## config.mk

```make
export PLATFORM = sky130hd
export DESIGN_NAME = alu_approx_pipe_flat
export DESIGN_NICKNAME = d
export VERILOG_FILES = /design/src/rtl/alu_approx_pipe_if.sv /design/src/rtl/alu_approx_pipe.sv /design/src/flat_wrapper.sv
export SDC_FILE = /design/constraint.sdc
export NUM_CORES = 1
export LEC_CHECK = 0
export BUFFER_PORTS_ARGS = -buffer_cell sky130_fd_sc_hd__buf_2
export CAP_MARGIN = 30
export CORE_UTILIZATION = 48
export CTS_CLUSTER_SIZE = 25
export DETAILED_ROUTE_END_ITERATION = 8
export PLACE_DENSITY = 0.77
export SLEW_MARGIN = 10
export SYNTH_ARGS = -nofsm -noshare
export SYNTH_HDL_FRONTEND = slang
export SYNTH_SLANG_ARGS = --single-unit
```

## constraint.sdc

```tcl
create_clock -name clk -period 7.6 [get_ports clk]
set_input_delay 0.38 -clock clk [delete_from_list [all_inputs] [get_ports clk]]
set_output_delay 0.38 -clock clk [all_outputs]
set_load 0.02 [all_outputs]
```

## src/rtl/alu_approx_pipe_if.sv

```systemverilog
// Operand/result handshake bundle for the pipelined approximate ALU.
// The master side is the operand source and result consumer; the slave side is the ALU.
interface alu_approx_pipe_if #(
    parameter int WIDTH     = 16,
    parameter int CNT_WIDTH = 16
);
    logic                 in_valid;
    logic                 in_ready;
    logic [WIDTH-1:0]     a;
    logic [WIDTH-1:0]     b;
    logic [2:0]           sel;
    logic                 approx_en;
    logic                 out_valid;
    logic                 out_ready;
    logic [WIDTH:0]       y;
    logic [CNT_WIDTH-1:0] approx_cnt;

    modport master (
        output in_valid, a, b, sel, approx_en, out_ready,
        input  in_ready, out_valid, y, approx_cnt
    );

    modport slave (
        input  in_valid, a, b, sel, approx_en, out_ready,
        output in_ready, out_valid, y, approx_cnt
    );
endinterface

```

## src/rtl/alu_approx_pipe.sv

```systemverilog
// Two-stage ALU with valid/ready flow control and an optional lower-part-OR approximate adder.
// S1 holds the operands, S2 holds the computed result; approx_cnt counts delivered approximate adds.
module alu_approx_pipe #(
    parameter int WIDTH       = 16,
    parameter int APPROX_BITS = 4,
    parameter int CNT_WIDTH   = 16
) (
    input  logic               clk,
    input  logic               rst,
    alu_approx_pipe_if.slave   bus
);
    localparam int K   = APPROX_BITS;
    localparam int SHW = $clog2(WIDTH);

    logic                 s1_valid_reg;
    logic [WIDTH-1:0]     a_reg;
    logic [WIDTH-1:0]     b_reg;
    logic [2:0]           sel_reg;
    logic                 approx_reg;

    logic                 out_valid_reg;
    logic [WIDTH:0]       y_reg;
    logic                 out_approx_reg;
    logic [CNT_WIDTH-1:0] cnt_reg;

    logic                 s2_load;
    logic                 in_ready_int;
    logic                 in_xfer;
    logic                 out_xfer;
    logic [K-1:0]         low_or;
    logic [WIDTH-K:0]     high_sum;
    logic [SHW-1:0]       shamt;
    logic [WIDTH:0]       y_next;

    // Low part of the approximate adder: plain OR, no carry chain.
    genvar gi;
    generate
        for (gi = 0; gi < K; gi++) begin : g_low_or
            assign low_or[gi] = a_reg[gi] | b_reg[gi];
        end
    endgenerate

    // Carry into the exact upper part is guessed from the top approximate bit pair.
    assign high_sum = {1'b0, a_reg[WIDTH-1:K]} + {1'b0, b_reg[WIDTH-1:K]}
                    + {{(WIDTH-K){1'b0}}, a_reg[K-1] & b_reg[K-1]};
    assign shamt    = b_reg[SHW-1:0];

    always_comb begin
        y_next = '0;
        case (sel_reg)
            3'b000: y_next = approx_reg ? {high_sum, low_or}
                                        : ({1'b0, a_reg} + {1'b0, b_reg});
            3'b001: y_next = {(a_reg < b_reg), a_reg - b_reg};
            3'b010: y_next = {1'b0, a_reg & b_reg};
            3'b011: y_next = {1'b0, a_reg | b_reg};
            3'b100: y_next = {1'b0, a_reg ^ b_reg};
            3'b101: y_next = {1'b0, a_reg << shamt};
            3'b110: y_next = {1'b0, a_reg >> shamt};
            3'b111: y_next = {1'b0, (a_reg >= b_reg) ? a_reg : b_reg};
            default: y_next = '0;
        endcase
    end

    // S1 may refill in the same cycle it hands its operands to S2.
    assign s2_load      = s1_valid_reg & (~out_valid_reg | bus.out_ready);
    assign in_ready_int = ~s1_valid_reg | s2_load;
    assign in_xfer      = bus.in_valid & in_ready_int;
    assign out_xfer     = out_valid_reg & bus.out_ready;

    always_ff @(posedge clk) begin
        if (rst) begin
            s1_valid_reg   <= 1'b0;
            a_reg          <= '0;
            b_reg          <= '0;
            sel_reg        <= '0;
            approx_reg     <= 1'b0;
            out_valid_reg  <= 1'b0;
            y_reg          <= '0;
            out_approx_reg <= 1'b0;
            cnt_reg        <= '0;
        end else begin
            if (in_xfer) begin
                s1_valid_reg <= 1'b1;
                a_reg        <= bus.a;
                b_reg        <= bus.b;
                sel_reg      <= bus.sel;
                approx_reg   <= bus.approx_en;
            end else if (s2_load) begin
                s1_valid_reg <= 1'b0;
            end

            if (s2_load) begin
                out_valid_reg  <= 1'b1;
                y_reg          <= y_next;
                out_approx_reg <= (sel_reg == 3'b000) & approx_reg;
            end else if (out_xfer) begin
                out_valid_reg  <= 1'b0;
            end

            if (out_xfer && out_approx_reg) begin
                cnt_reg <= cnt_reg + {{(CNT_WIDTH-1){1'b0}}, 1'b1};
            end
        end
    end

    assign bus.in_ready   = in_ready_int;
    assign bus.out_valid  = out_valid_reg;
    assign bus.y          = y_reg;
    assign bus.approx_cnt = cnt_reg;
endmodule

```

## src/flat_wrapper.sv

```systemverilog
// flat-port wrapper written by rule: the top's interface ports become plain ports
module alu_approx_pipe_flat 
#(
    parameter int WIDTH       = 16,
    parameter int APPROX_BITS = 4,
    parameter int CNT_WIDTH   = 16
)
  (clk, rst, bus_in_valid, bus_a, bus_b, bus_sel, bus_approx_en, bus_out_ready, bus_in_ready, bus_out_valid, bus_y, bus_approx_cnt);
  alu_approx_pipe_if #(.WIDTH(WIDTH), .CNT_WIDTH(CNT_WIDTH)) bus_i ();
  input  logic clk;
  input  logic rst;
  input wire logic [$bits(bus_i.in_valid)-1:0] bus_in_valid;
  input wire logic [$bits(bus_i.a)-1:0] bus_a;
  input wire logic [$bits(bus_i.b)-1:0] bus_b;
  input wire logic [$bits(bus_i.sel)-1:0] bus_sel;
  input wire logic [$bits(bus_i.approx_en)-1:0] bus_approx_en;
  input wire logic [$bits(bus_i.out_ready)-1:0] bus_out_ready;
  output wire logic [$bits(bus_i.in_ready)-1:0] bus_in_ready;
  output wire logic [$bits(bus_i.out_valid)-1:0] bus_out_valid;
  output wire logic [$bits(bus_i.y)-1:0] bus_y;
  output wire logic [$bits(bus_i.approx_cnt)-1:0] bus_approx_cnt;
  assign bus_i.in_valid = bus_in_valid;
  assign bus_i.a = bus_a;
  assign bus_i.b = bus_b;
  assign bus_i.sel = bus_sel;
  assign bus_i.approx_en = bus_approx_en;
  assign bus_i.out_ready = bus_out_ready;
  assign bus_in_ready = bus_i.in_ready;
  assign bus_out_valid = bus_i.out_valid;
  assign bus_y = bus_i.y;
  assign bus_approx_cnt = bus_i.approx_cnt;
  alu_approx_pipe #(.WIDTH(WIDTH), .APPROX_BITS(APPROX_BITS), .CNT_WIDTH(CNT_WIDTH)) u_core (.clk(clk), .rst(rst), .bus(bus_i));
endmodule
```

# Word level (Yosys, flattened, before mapping)
# Index checks and enable logic that the tools add are counted.
[word_totals] output_inout_bits=35 word_cells=52 in_bits=40 register_bits=72
[op_classes] shifts=2 bitwise_logic=16 add_sub_neg=5 n_eq_ne=7 mux=7 n_reduce_logical=4 magnitude_cmp=2
[op_table] op="17-bit one-hot mux with 8 select lines" count=1
[op_table] op="16-bit by 16-bit adder with 17-bit output" count=1
[op_table] op="17-bit two-way mux" count=1
[op_table] op="16-bit by 1-bit adder with 16-bit output (second input constant)" count=1
[op_table] op="16-bit AND" count=1
[op_table] op="16-bit greater-or-equal comparator" count=1
[op_table] op="16-bit < comparator" count=1
[op_table] op="16-bit two-way mux" count=1
[op_table] op="16-bit OR" count=1
[op_table] op="16-bit by 4-bit << shifter with 16-bit output" count=1
[op_table] op="16-bit by 4-bit >> shifter with 16-bit output" count=1
[op_table] op="16-bit subtractor" count=1
[op_table] op="16-bit XOR" count=1
[op_table] op="12-bit by 12-bit adder with 13-bit output" count=1
[op_table] op="13-bit by 1-bit adder with 13-bit output" count=1
[op_table] op="3-bit equality test (second input constant)" count=4
[op_table] op="3-bit by 2-bit equality test with 1-bit output (second input constant)" count=2
[op_table] op="1-bit OR" count=6
[op_table] op="1-bit AND" count=5
[op_table] op="1-bit two-way mux" count=4
[op_table] op="2-bit nonzero test" count=2
[op_table] op="3-bit by 1-bit equality test with 1-bit output (second input constant)" count=1
[op_table] op="3-bit logical NOT" count=1
[op_table] op="1-bit inverter" count=2
[op_table] op="1-bit logical AND" count=1

# Logic depth before layout (Yosys ltp)
[logic_depth] ltp_word=6 mapped_depth=14 depth_no_buf=11

# Worst setup path after synthesis
# OpenSTA, ideal clock, no wires.
[synth_timing] path_kind="register to register" startpoint="register u_core.b_reg[2]" endpoint="register u_core.y_reg[14] (netlist: u_core.bus.y[14])" slack_ns=4.450 stages_incl_launch_ff=13 synth_period_minus_slack_ns=3.150 t_arrival_ns=3.025 required_time_ns=7.475 path_cell_list="dfxtp_1 clkbuf_1 inv_1 clkbuf_1 ha_1 buf_6 nor2b_4 o31a_4 a221oi_4 a211oi_2 o41ai_4 nor3_1 o41a_1"
[synth_between] elab_chain_len=3 word_cells_on_any_way=8
[synth_lines] element="from (decl)" line_no="alu_approx_pipe.sv:17" source="logic [WIDTH-1:0] b_reg;"
[synth_lines] element="from (signal assigned)" line_no="alu_approx_pipe.sv:85" source="b_reg <= bus.b;"
[synth_lines] element="16-bit by 16-bit adder with 17-bit output / 16-bit greater-or-equal comparator (equally long branches)" line_no="alu_approx_pipe.sv:52, alu_approx_pipe.sv:59"
[synth_lines] element="17-bit two-way mux / 16-bit two-way mux (equally long branches)" line_no="alu_approx_pipe.sv:51, alu_approx_pipe.sv:59"
[synth_lines] element="17-bit one-hot mux with 8 select lines (*)" line_no="alu_approx_pipe.sv:50" source="case (sel_reg)"
[synth_lines] element="to (signal assigned)" line_no="alu_approx_pipe.sv:94" source="y_reg <= y_next;"
[synth_lines] element="to (decl)" line_no="alu_approx_pipe.sv:22" source="logic [WIDTH:0] y_reg;"
# Mark *: on every way between the ends. The rest lies on a longest branch, timed or not.
# A chain may end at the register's enable or synchronous reset.

# Worst setup path after layout
[layout_timing] startpoint="register u_core.b_reg[2]" endpoint="register u_core.y_reg[4] (netlist: u_core.bus.y[4])"
# The elaborated chain is that of the path after synthesis.

==> flow_metrics.tcl <==
set metrics [dict create \
    synth_edf_count 0 \
    crit_chain "buf_4 -> inv_1 -> ha_1 -> o21bai_1 -> a21oi_1 -> a21oi_2 -> nor3_2 -> o21ai_4 -> mux2i_1 -> a2111oi_0 -> nor3_1" \
    required_ns 7.81 \
    cts.sinks 72 \
    yosys.area_share.adder_pct 10.37 \
    met2_usage_pct 45.79 \
    grt_max_degree 73 \
    row_count 43 \
    powerDensity_mw_per_mm2 164.3 \
    yosysWarnings 0 \
    drive_above_1_share_pct 14.70 \
    irDropWorstVdd_uv 93.56 \
    synth_area_mm2 0.006805 \
    use_met3_pct 7.284 \
    fmax_ghz 0.2604 \
    leakage_nw 2.986 \
    ctsHoldBuffers 0 \
    post-route-drc-count 0 \
    outcome "completed" \
    max_slew_margin_pct 31.20 \
    cts.path.max_buffers 2 \
    hold_depth 3 \
    worst_slew_pin_slew_ns 1.028 \
    grt_busiest_layer "met2" \
    crit_cells 11 \
    coreArea_mm2 0.01388 \
    ant_nets 0 \
    gp_congestion 1.044 \
    grt_pass1_wl_um 35260 \
    die-area_mm2 0.01466 \
    synth_top_family_by_area "compound AO/OA/AOI/OAI gates" \
    synth_area_leader_cell "dfxtp_1" \
    synth-xor-area-share_pct 3.089 \
    vias 7103 \
    largest_reg_flops 17 \
    total_power_mw 1.231 \
    antenna_cells 0 \
    place_area_mm2 0.007212 \
    avgSynthCellArea_um2 7.325 \
    dp_cells 1130 \
    rsz0062_at_grt "false" \
    ys_dominant_reg_cell "dfxtp_1" \
    ys_ff_latch 72 \
    cts_buffers 9 \
    area_growth_pct 10.09 \
    yosysSeqAreaShare_pct 21.18 \
    grtUsageMet1_pct 43.14 \
    fill_cells 1421 \
    crit_slowest_cell "o21ai_4" \
    synth_area_leaders "dfxtp_1 (21%), ha_1 (9.2%), a21oi_1 (8.0%)" \
    path_delay_family "compound AO/OA/AOI/OAI gates" \
    crit_type "flop to flop" \
    worst_slack_ns 3.760 \
    setup_viol 0 \
    synth-simple-area-share_pct 21.82 \
    die_w_um 121.1 \
    critPathBufInv 2 \
    wire_per_inst_um 19.72 \
    nets 1055 \
    final_util_pct 53.98 \
    clk_pin_slew_ns 0.07 \
    syn_nets 1023 \
    crit_fanout 46 \
    fin_crit_ns 3.840 \
    hold_viol_final 0 \
    cts_root_buf "clkbuf_16" \
    holdWs_ns 0.2533 \
    cts_tree "done" \
    maxCapViolCount 0 \
    via_per_inst 6.198 \
    clkLatencyLatePin_ns 0.36 \
    r2r_cells 11 \
    multi_input_area_mm2 0.004892 \
    dr.pass1.iters 6 \
    fp.dieH_um 121.1 \
    start_kind "flop" \
    post_cts_resized 0 \
    worstPathArrival_ns 4.05 \
    synth_mux_area_share_pct 8.844 \
    skew_ns 0.01158 \
    grt_pass1_vias 6220 \
    synth_cells 929 \
    io_pins 75 \
    dp_hpwl_um 16710 \
    drtIter0Drc 819 \
    final_cells 1146 \
    htree_levels 3 \
    synth.distinct_cells 74 \
    hp-class "input port to flop" \
    fin_area_mm2 0.007492 \
    regArea_mm2 0.001443 \
    antenna_found_initial 0 \
    slew_viol_final 0 \
    fin_setup_tns_ns 0 \
    end_kind "flop" \
    cts_setup_buffers 0 \
    min_period_over_period_pct 50.52 \
    ys_async_sr_fraction_pct 0 \
    port_buffers 74 \
    grtUsageTotal_pct 31.60 \
    totalWireLength_um 22600 \
    synth_compound_area_share_pct 27.73 \
    grt_overflow 0 \
    initial_core_util_pct 49.03 \
    synth_top_area_share_pct 21.18 \
    pre_cts_ws_ns 3.816 \
    cpPeakStageDelay_ns 0.61 \
]
## routing by layer
layer	share of wire (%)	vias up
met1	42	3222
met3	10	85
met4	6.0	0
li1	-	3398
met5	0	-
met2	41	398
## cells by family (layout without fill, tap and decap cells)
| group | after synthesis | count (layout) |
|---|---|---|
| mux | 49 | 49 |
| simple gates | 331 | 331 |
| xor+xnor | 24 | 24 |
| compound gates | 284 | 284 |
| flops | 72 | 72 |
| buf+inv | 115 | 152 |
| fa+ha+maj | 54 | 54 |
## layout by cell type (no fill, tap or decap), drive strengths merged, types with 5 or more instances in the layout
cell	instances
nand2	119
a21oi	110
nor2	108
buf	86
dfxtp	72
inv	53
ha	50
o21ai	49
mux2i	32
nor3	28
a221oi	20
a211oi	18
nand3	15
xor2	13
o22ai	12
nand2b	11
and3	11
xnor2	11
nor2b	11
o211ai	10
mux2	9
clkbuf	9
or3	8
mux4	8
o21bai	7
a311oi	7
o31ai	7
or2	5
o41ai	5
## area by class of cell
type,instances,share of cell area (%)
clock inverters,7,0.7348
well taps,180,3.006
clock buffers,9,3.006
repair buffers,86,6.196
flip-flops and latches,72,19.26
multi-input cells,742,65.30
inverters,50,2.505
## synth_stat cells (8+ instances only)
| cell type | number |
|---|---|
| xor2_1 | 13 |
| buf_2 | 12 |
| xnor2_1 | 11 |
| nor2b_1 | 10 |
| o21ai_1 | 8 |
| dfxtp_1 | 72 |
| inv_1 | 47 |
| mux2_2 | 9 |
| nand2_1 | 119 |
| nor3_1 | 26 |
| a221oi_1 | 18 |
| a21oi_1 | 109 |
| nand3_1 | 15 |
| o21ai_0 | 40 |
| or3_1 | 8 |
| o211ai_1 | 10 |
| mux4_2 | 8 |
| mux2i_1 | 32 |
| nand2b_1 | 11 |
| nor2_1 | 108 |
| clkbuf_1 | 45 |
| and3_1 | 11 |
| a211oi_1 | 16 |
| ha_1 | 50 |
| o22ai_1 | 12 |
## final timing paths
| check | startpoint | end | slack [ns] |
|---|---|---|---|
| worst max-delay path | u_core.b_reg[2] | u_core.bus.y[4] | 3.76 |
| worst min-delay path | bus_in_valid | u_core.s1_valid_reg | 0.25 |
| worst max register to register | u_core.b_reg[2] | u_core.bus.y[4] | 3.76 |
| worst min register to register | u_core.out_approx_reg | u_core.out_approx_reg | 0.46 |
## tightest hold or removal path: stages
cell     delay (ns)
buf_2          0.09
a21oi_1        0.04
nor2_1         0.06
## where the power goes
part           total [mW]  leakage (nW)  internal (mW)  switching [mW]
clock               0.416         0.133          0.225           0.192
sequential          0.423         0.591          0.396          0.0271
combinational       0.392          2.26          0.143           0.249
No activity file was read; power rests on OpenSTA's default activity.
